$ cat src/rtl/ser_tx_framer.sv
// Parallel-to-serial frame transmitter: START pulse, DATA_W bits, idle gap.
// Bits are held CLKS_PER_BIT clocks each; ready_o is the only unregistered output.
module ser_tx_framer #(
    parameter int DATA_W       = 8,
    parameter int CLKS_PER_BIT = 1,
    parameter int GAP_CYCLES   = 2,
    parameter bit MSB_FIRST    = 1'b1
) (
    input  logic              clk_i,
    input  logic              rst_i,
    input  logic [DATA_W-1:0] data_i,
    input  logic              valid_i,
    output logic              ready_o,
    output logic              start_o,
    output logic              serial_o,
    output logic              busy_o,
    output logic              done_o
);

    localparam int BW = $clog2(DATA_W);
    localparam int CW = (CLKS_PER_BIT > 1) ? $clog2(CLKS_PER_BIT) : 1;
    localparam int GW = (GAP_CYCLES > 1) ? $clog2(GAP_CYCLES) : 1;

    localparam logic [BW-1:0] BIT_LAST = BW'(DATA_W - 1);
    localparam logic [CW-1:0] CLK_LAST = CW'(CLKS_PER_BIT - 1);
    localparam logic [GW-1:0] GAP_LAST =
        GW'((GAP_CYCLES > 0) ? GAP_CYCLES - 1 : 0);

    typedef enum logic [1:0] {
        S_IDLE,
        S_START,
        S_SHIFT,
        S_GAP
    } state_t;

    state_t            state_q, state_d;
    logic [DATA_W-1:0] shreg_q, shreg_d;
    logic [BW-1:0]     bit_q, bit_d;
    logic [CW-1:0]     clk_q, clk_d;
    logic [GW-1:0]     gap_q, gap_d;
    logic              start_d, serial_d, busy_d, done_d;

    // Next bit to send always sits at the head of the shift register
    logic              head;
    logic [DATA_W-1:0] shifted;

    assign head    = MSB_FIRST ? shreg_q[DATA_W-1] : shreg_q[0];
    assign shifted = MSB_FIRST ? {shreg_q[DATA_W-2:0], 1'b0}
                               : {1'b0, shreg_q[DATA_W-1:1]};

    assign ready_o = (state_q == S_IDLE);

    always_comb begin
        state_d  = state_q;
        shreg_d  = shreg_q;
        bit_d    = bit_q;
        clk_d    = clk_q;
        gap_d    = gap_q;
        start_d  = 1'b0;
        serial_d = serial_o;
        busy_d   = busy_o;
        done_d   = 1'b0;
        case (state_q)
            S_IDLE: begin
                serial_d = 1'b0;
                busy_d   = 1'b0;
                if (valid_i) begin
                    state_d = S_START;
                    shreg_d = data_i;
                    start_d = 1'b1;
                    busy_d  = 1'b1;
                end
            end
            S_START: begin
                state_d  = S_SHIFT;
                serial_d = head;
                shreg_d  = shifted;
                bit_d    = '0;
                clk_d    = '0;
                busy_d   = 1'b1;
            end
            S_SHIFT: begin
                if (clk_q == CLK_LAST) begin
                    clk_d = '0;
                    if (bit_q == BIT_LAST) begin
                        done_d   = 1'b1;
                        serial_d = 1'b0;
                        bit_d    = '0;
                        gap_d    = '0;
                        if (GAP_CYCLES > 0) begin
                            state_d = S_GAP;
                            busy_d  = 1'b1;
                        end else begin
                            state_d = S_IDLE;
                            busy_d  = 1'b0;
                        end
                    end else begin
                        bit_d    = bit_q + 1'b1;
                        serial_d = head;
                        shreg_d  = shifted;
                    end
                end else begin
                    clk_d = clk_q + 1'b1;
                end
            end
            S_GAP: begin
                serial_d = 1'b0;
                if (gap_q == GAP_LAST) begin
                    state_d = S_IDLE;
                    busy_d  = 1'b0;
                    gap_d   = '0;
                end else begin
                    gap_d = gap_q + 1'b1;
                end
            end
            default: begin
                state_d  = S_IDLE;
                serial_d = 1'b0;
                busy_d   = 1'b0;
            end
        endcase
    end

    always_ff @(posedge clk_i or posedge rst_i) begin
        if (rst_i) begin
            state_q  <= S_IDLE;
            shreg_q  <= '0;
            bit_q    <= '0;
            clk_q    <= '0;
            gap_q    <= '0;
            start_o  <= 1'b0;
            serial_o <= 1'b0;
            busy_o   <= 1'b0;
            done_o   <= 1'b0;
        end else begin
            state_q  <= state_d;
            shreg_q  <= shreg_d;
            bit_q    <= bit_d;
            clk_q    <= clk_d;
            gap_q    <= gap_d;
            start_o  <= start_d;
            serial_o <= serial_d;
            busy_o   <= busy_d;
            done_o   <= done_d;
        end
    end

endmodule

$ cat config.mk
export PLATFORM = sky130hd
export DESIGN_NAME = ser_tx_framer
export DESIGN_NICKNAME = d
export VERILOG_FILES = /design/src/rtl/ser_tx_framer.sv
export SDC_FILE = /design/constraint.sdc
export NUM_CORES = 1
export LEC_CHECK = 0
export ABC_AREA = 1
export BUFFER_PORTS_ARGS = -buffer_cell sky130_fd_sc_hd__clkbuf_2
export CAP_MARGIN = 0
export CORE_MARGIN = 3
export CORE_UTILIZATION = 48
export CTS_CLUSTER_DIAMETER = 120
export DETAILED_ROUTE_END_ITERATION = 7
export HOLD_SLACK_MARGIN = 0.03
export PLACE_DENSITY = 0.81
export SETUP_SLACK_MARGIN = 0.15
export SYNTH_ARGS = -nofsm -noshare
export SYNTH_HDL_FRONTEND = slang
export SYNTH_SLANG_ARGS = --single-unit
$ cat constraint.sdc
create_clock -name clk_i -period 1.3 [get_ports clk_i]
set_clock_uncertainty 0.15 [all_clocks]
set_input_delay 0.065 -clock clk_i [delete_from_list [all_inputs] [get_ports clk_i]]
set_output_delay 0.065 -clock clk_i [all_outputs]
set_load 0.02 [all_outputs]
==> results.py <==
metrics = {
    "floorplan": {
        "initial_utilization": 0.533,
        "io_pins": 16,
        "core_sq_um": 1800,
        "floorplan.rows": 15,
        "die_area_sq_um": 2570,
        "die_y_um": 50.7,
        "die_w_um": 50.7,
    },
    "synthesis": {
        "synth_cells": 123,
        "synth_compound_area_frac": 0.0755,
        "synthAdderAreaFrac": 0.0911,
        "synth_top_family_by_area": "simple AND/OR/NAND/NOR gates",
        "synth_xor_area_frac": 0,
        "synth_seq_cells": 18,
        "synth_cell_type_count": 13,
        "ys_warn_count": 0,
        "synth_mux_area_frac": 0,
        "synth-simple-area-share": 0.257,
        "syn_area_sq_um": 961,
        "postSynthAreaPerCell_sq_um": 7.81,
        "synth_fp_nets": 141,
        "ys_seq_area_frac": 0.469,
    },
    "pwr": {
        "power.density_nw_per_um2": 2460,
        "ir_drop_mv": 1.70,
        "p_seq_frac": 0.275,
        "power.share.switching": 0.449,
        "leakage_nw": 0.800,
        "switchingPower_mw": 1.58,
        "combinationalPowerShare": 0.647,
        "internal-power_mw": 1.95,
        "pwr-share-clk": 0.079,
    },
    "layout": {
        "finalNetCount": 183,
        "syn_to_final_growth_pct": 49.6,
        "final_cell_mix": "nand2_1 (39), inv_1 (18), dfrtp_1 (17)",
        "regArea_sq_um": 452,
        "diodes": 0,
        "drive_gt1_frac": 0.344,
        "layout_commonest_cell": "nand2_1",
        "finish.utilization": 0.798,
        "num-fill-cells": 121,
        "multi_input_comb_area_sq_um": 523,
    },
    "critical_path": {
        "slowest_stage": "dfrtp_1",
        "cp_cell_sequence": "inv_2 -> ha_4 -> buf_4 -> nand2_1 -> o21ai_0 -> nand2_1 -> nand2_1",
        "end_kind": "register",
        "crit_top_cell": "nand2_1",
        "crit_path_start": "state_q[0]$_DFFE_PP0P_",
        "worst-path-max-fanout": 7,
        "cp_top_family": "flip-flops",
        "cp.arrival_ns": 1.55,
        "crit_type": "reg -> reg",
        "crit_buf_inv": 2,
        "r2r_start": "state_q[0]$_DFFE_PP0P_",
        "crit_path_start_kind": "register",
        "critPathMaxStageDelay_ns": 0.44,
        "required_ns": 1.34,
    },
    "clocking": {
        "cts_tree": "yes",
        "insertion_delay_ns": 0.30,
        "cts.path.max_buffers": 2,
        "cts.reportedPaths.clkPinSlew_ns": 0.10,
        "cts_buffers": 3,
        "htreeDepth": 1,
        "cts.sinks": 18,
        "root_buffer": "clkbuf_4",
    },
    "route": {
        "final_antenna_net_count": 0,
        "vias_per_cell": 4.76,
        "vias": 894,
        "drt_pass1_iterations": 4,
        "post-route-drc-count": 0,
        "wl_um": 2430,
        "drt_iter0_markers": 16,
        "wl_per_cell_um": 12.9,
    },
    "place": {
        "dp_hpwl_um": 1290,
        "gp_congestion": 0.873,
        "dpl_worst_slack_ns": -0.135,
        "numPortBuffers": 15,
    },
    "sta": {
        "worstMarginPinSlew_ns": 0.231,
        "setup_ws_ns": -0.203,
        "slew_violations": 0,
        "setup_viol": 18,
        "rsz0062_at_grt": "true",
        "finalHoldViolCount": 0,
        "relSlewSlack": 0.844,
        "finalCritPeriodShare": 1.16,
        "max_freq_mhz": 665,
        "fin_crit_ns": 1.50,
    },
    "min_path": {
        "min_from": "valid_i",
        "hp-class": "in -> reg",
    },
    "global_route": {
        "grt_max_degree": 24,
        "grt_pass1_wl_um": 3390,
        "grt-ovfl-total": 0,
        "grt_pass1_vias": 844,
        "grt_usage": 0.183,
        "antenna_found_initial": 0,
    },
    "outcome": {
        "violations": "negative setup slack",
        "status": "finished with violations",
    },
    "job": {
        "max_cap_viol_count": 0,
    },
}
[stage by stage]
step	cells	hold slack [ns]	setup TNS, ns	total power, mW	cell area, sq um
after floorplan	123	-0.146	-0.0135	2.22	1020
after global placement	167	-0.0783	-0.687	2.49	1150
after detailed placement	167	-0.0759	-1.40	2.55	1150
after CTS	182	0.0332	-1.73	2.95	1310
after global routing	188	0.109	-3.66	3.80	1440
final	188	0.0869	-2.43	3.53	1440
[worst register-to-register path, cell delays in order (launching register included)]
cell	delay, ns
dfrtp_1	0.44
inv_2	0.15
ha_4	0.25
buf_4	0.15
nand2_1	0.05
o21ai_0	0.07
nand2_1	0.07
nand2_1	0.06
[layer usage]
layer / part of all wire / vias to the layer above / GRT usage
met4: 0.020 / 0 / 0.0987
li1: - / 451 / -
met2: 0.55 / 20 / 0.326
met5: 0 / - / 0
met1: 0.40 / 417 / 0.185
met3: 0.032 / 6 / 0.0623
[cell type report]
cell class                      count  share of cell area
Tap cell                           25              0.0218
Sequential cell                    18               0.314
Inverter                           25              0.0653
Clock buffer                        3              0.0157
Multi-Input combinational cell     78               0.364
Timing Repair Buffer               39               0.219
[synthesized netlist by cell type, drive strengths merged]
cell type,instances,share of area
buf,2,0.010
dfrtp,18,0.47
ha,7,0.091
inv,25,0.098
nand2,47,0.19
nand3,6,0.036
nand4,2,0.013
nor2,2,0.016
o21a,1,0.0078
o21ai,13,0.068
[power groups by stage]
| stage | clock network [mW] | logic, mW | registers (mW) |
|---|---|---|---|
| 3_5_place_dp | 0 | 1.61 | 0.944 |
| 4_1_cts | 0.289 | 1.73 | 0.939 |
| 6_report | 0.278 | 2.28 | 0.971 |
| 2_1_floorplan | 0 | 1.25 | 0.966 |
| 5_1_grt | 0.308 | 2.50 | 0.990 |
| 3_3_place_gp | 0 | 1.56 | 0.928 |
[sequential cells by signal, summed over array words and instances (netlist names)]
register	count
shreg_q	8
bit_q	3
state_q	2
serial_o	1
done_o	1
start_o	1
gap_q	1
busy_o	1
[worst paths after layout]
| kind | endpoint | slack (ns) | cells past startpoint |
|---|---|---|---|
| max in group asynchronous | state_q[1]$_DFFE_PP0P_ | 0.64 | 4 |
| setup reg to reg | shreg_q[5]$_DFFE_PP0P_ | -0.20 | 7 |
| setup / recovery | shreg_q[5]$_DFFE_PP0P_ | -0.20 | 7 |
| hold / removal | state_q[0]$_DFFE_PP0P_ | 0.09 | 5 |
| min in group asynchronous | shreg_q[6]$_DFFE_PP0P_ | 0.15 | 4 |
| hold reg to reg | shreg_q[3]$_DFFE_PP0P_ | 0.34 | 2 |
[cell families after synthesis]
family	count (synthesis)
and+or+nand+nor	57
buffers and inverters	27
DFF	18
AOI/OAI and AO/OA	14
adders and majority gates	7
[timing repair]
| item | CTS | global route |
|---|---|---|
| pin swaps | 1 | 13 |
| setup endpoints to repair | 18 | 19 |
| resized for setup | 5 | 32 |
| endpoints found under the hold margin | 27 | 0 |
| hold buffers | 11 | 0 |
| setup buffers | 1 | 6 |
No activity file was read; power rests on OpenSTA's default activity.
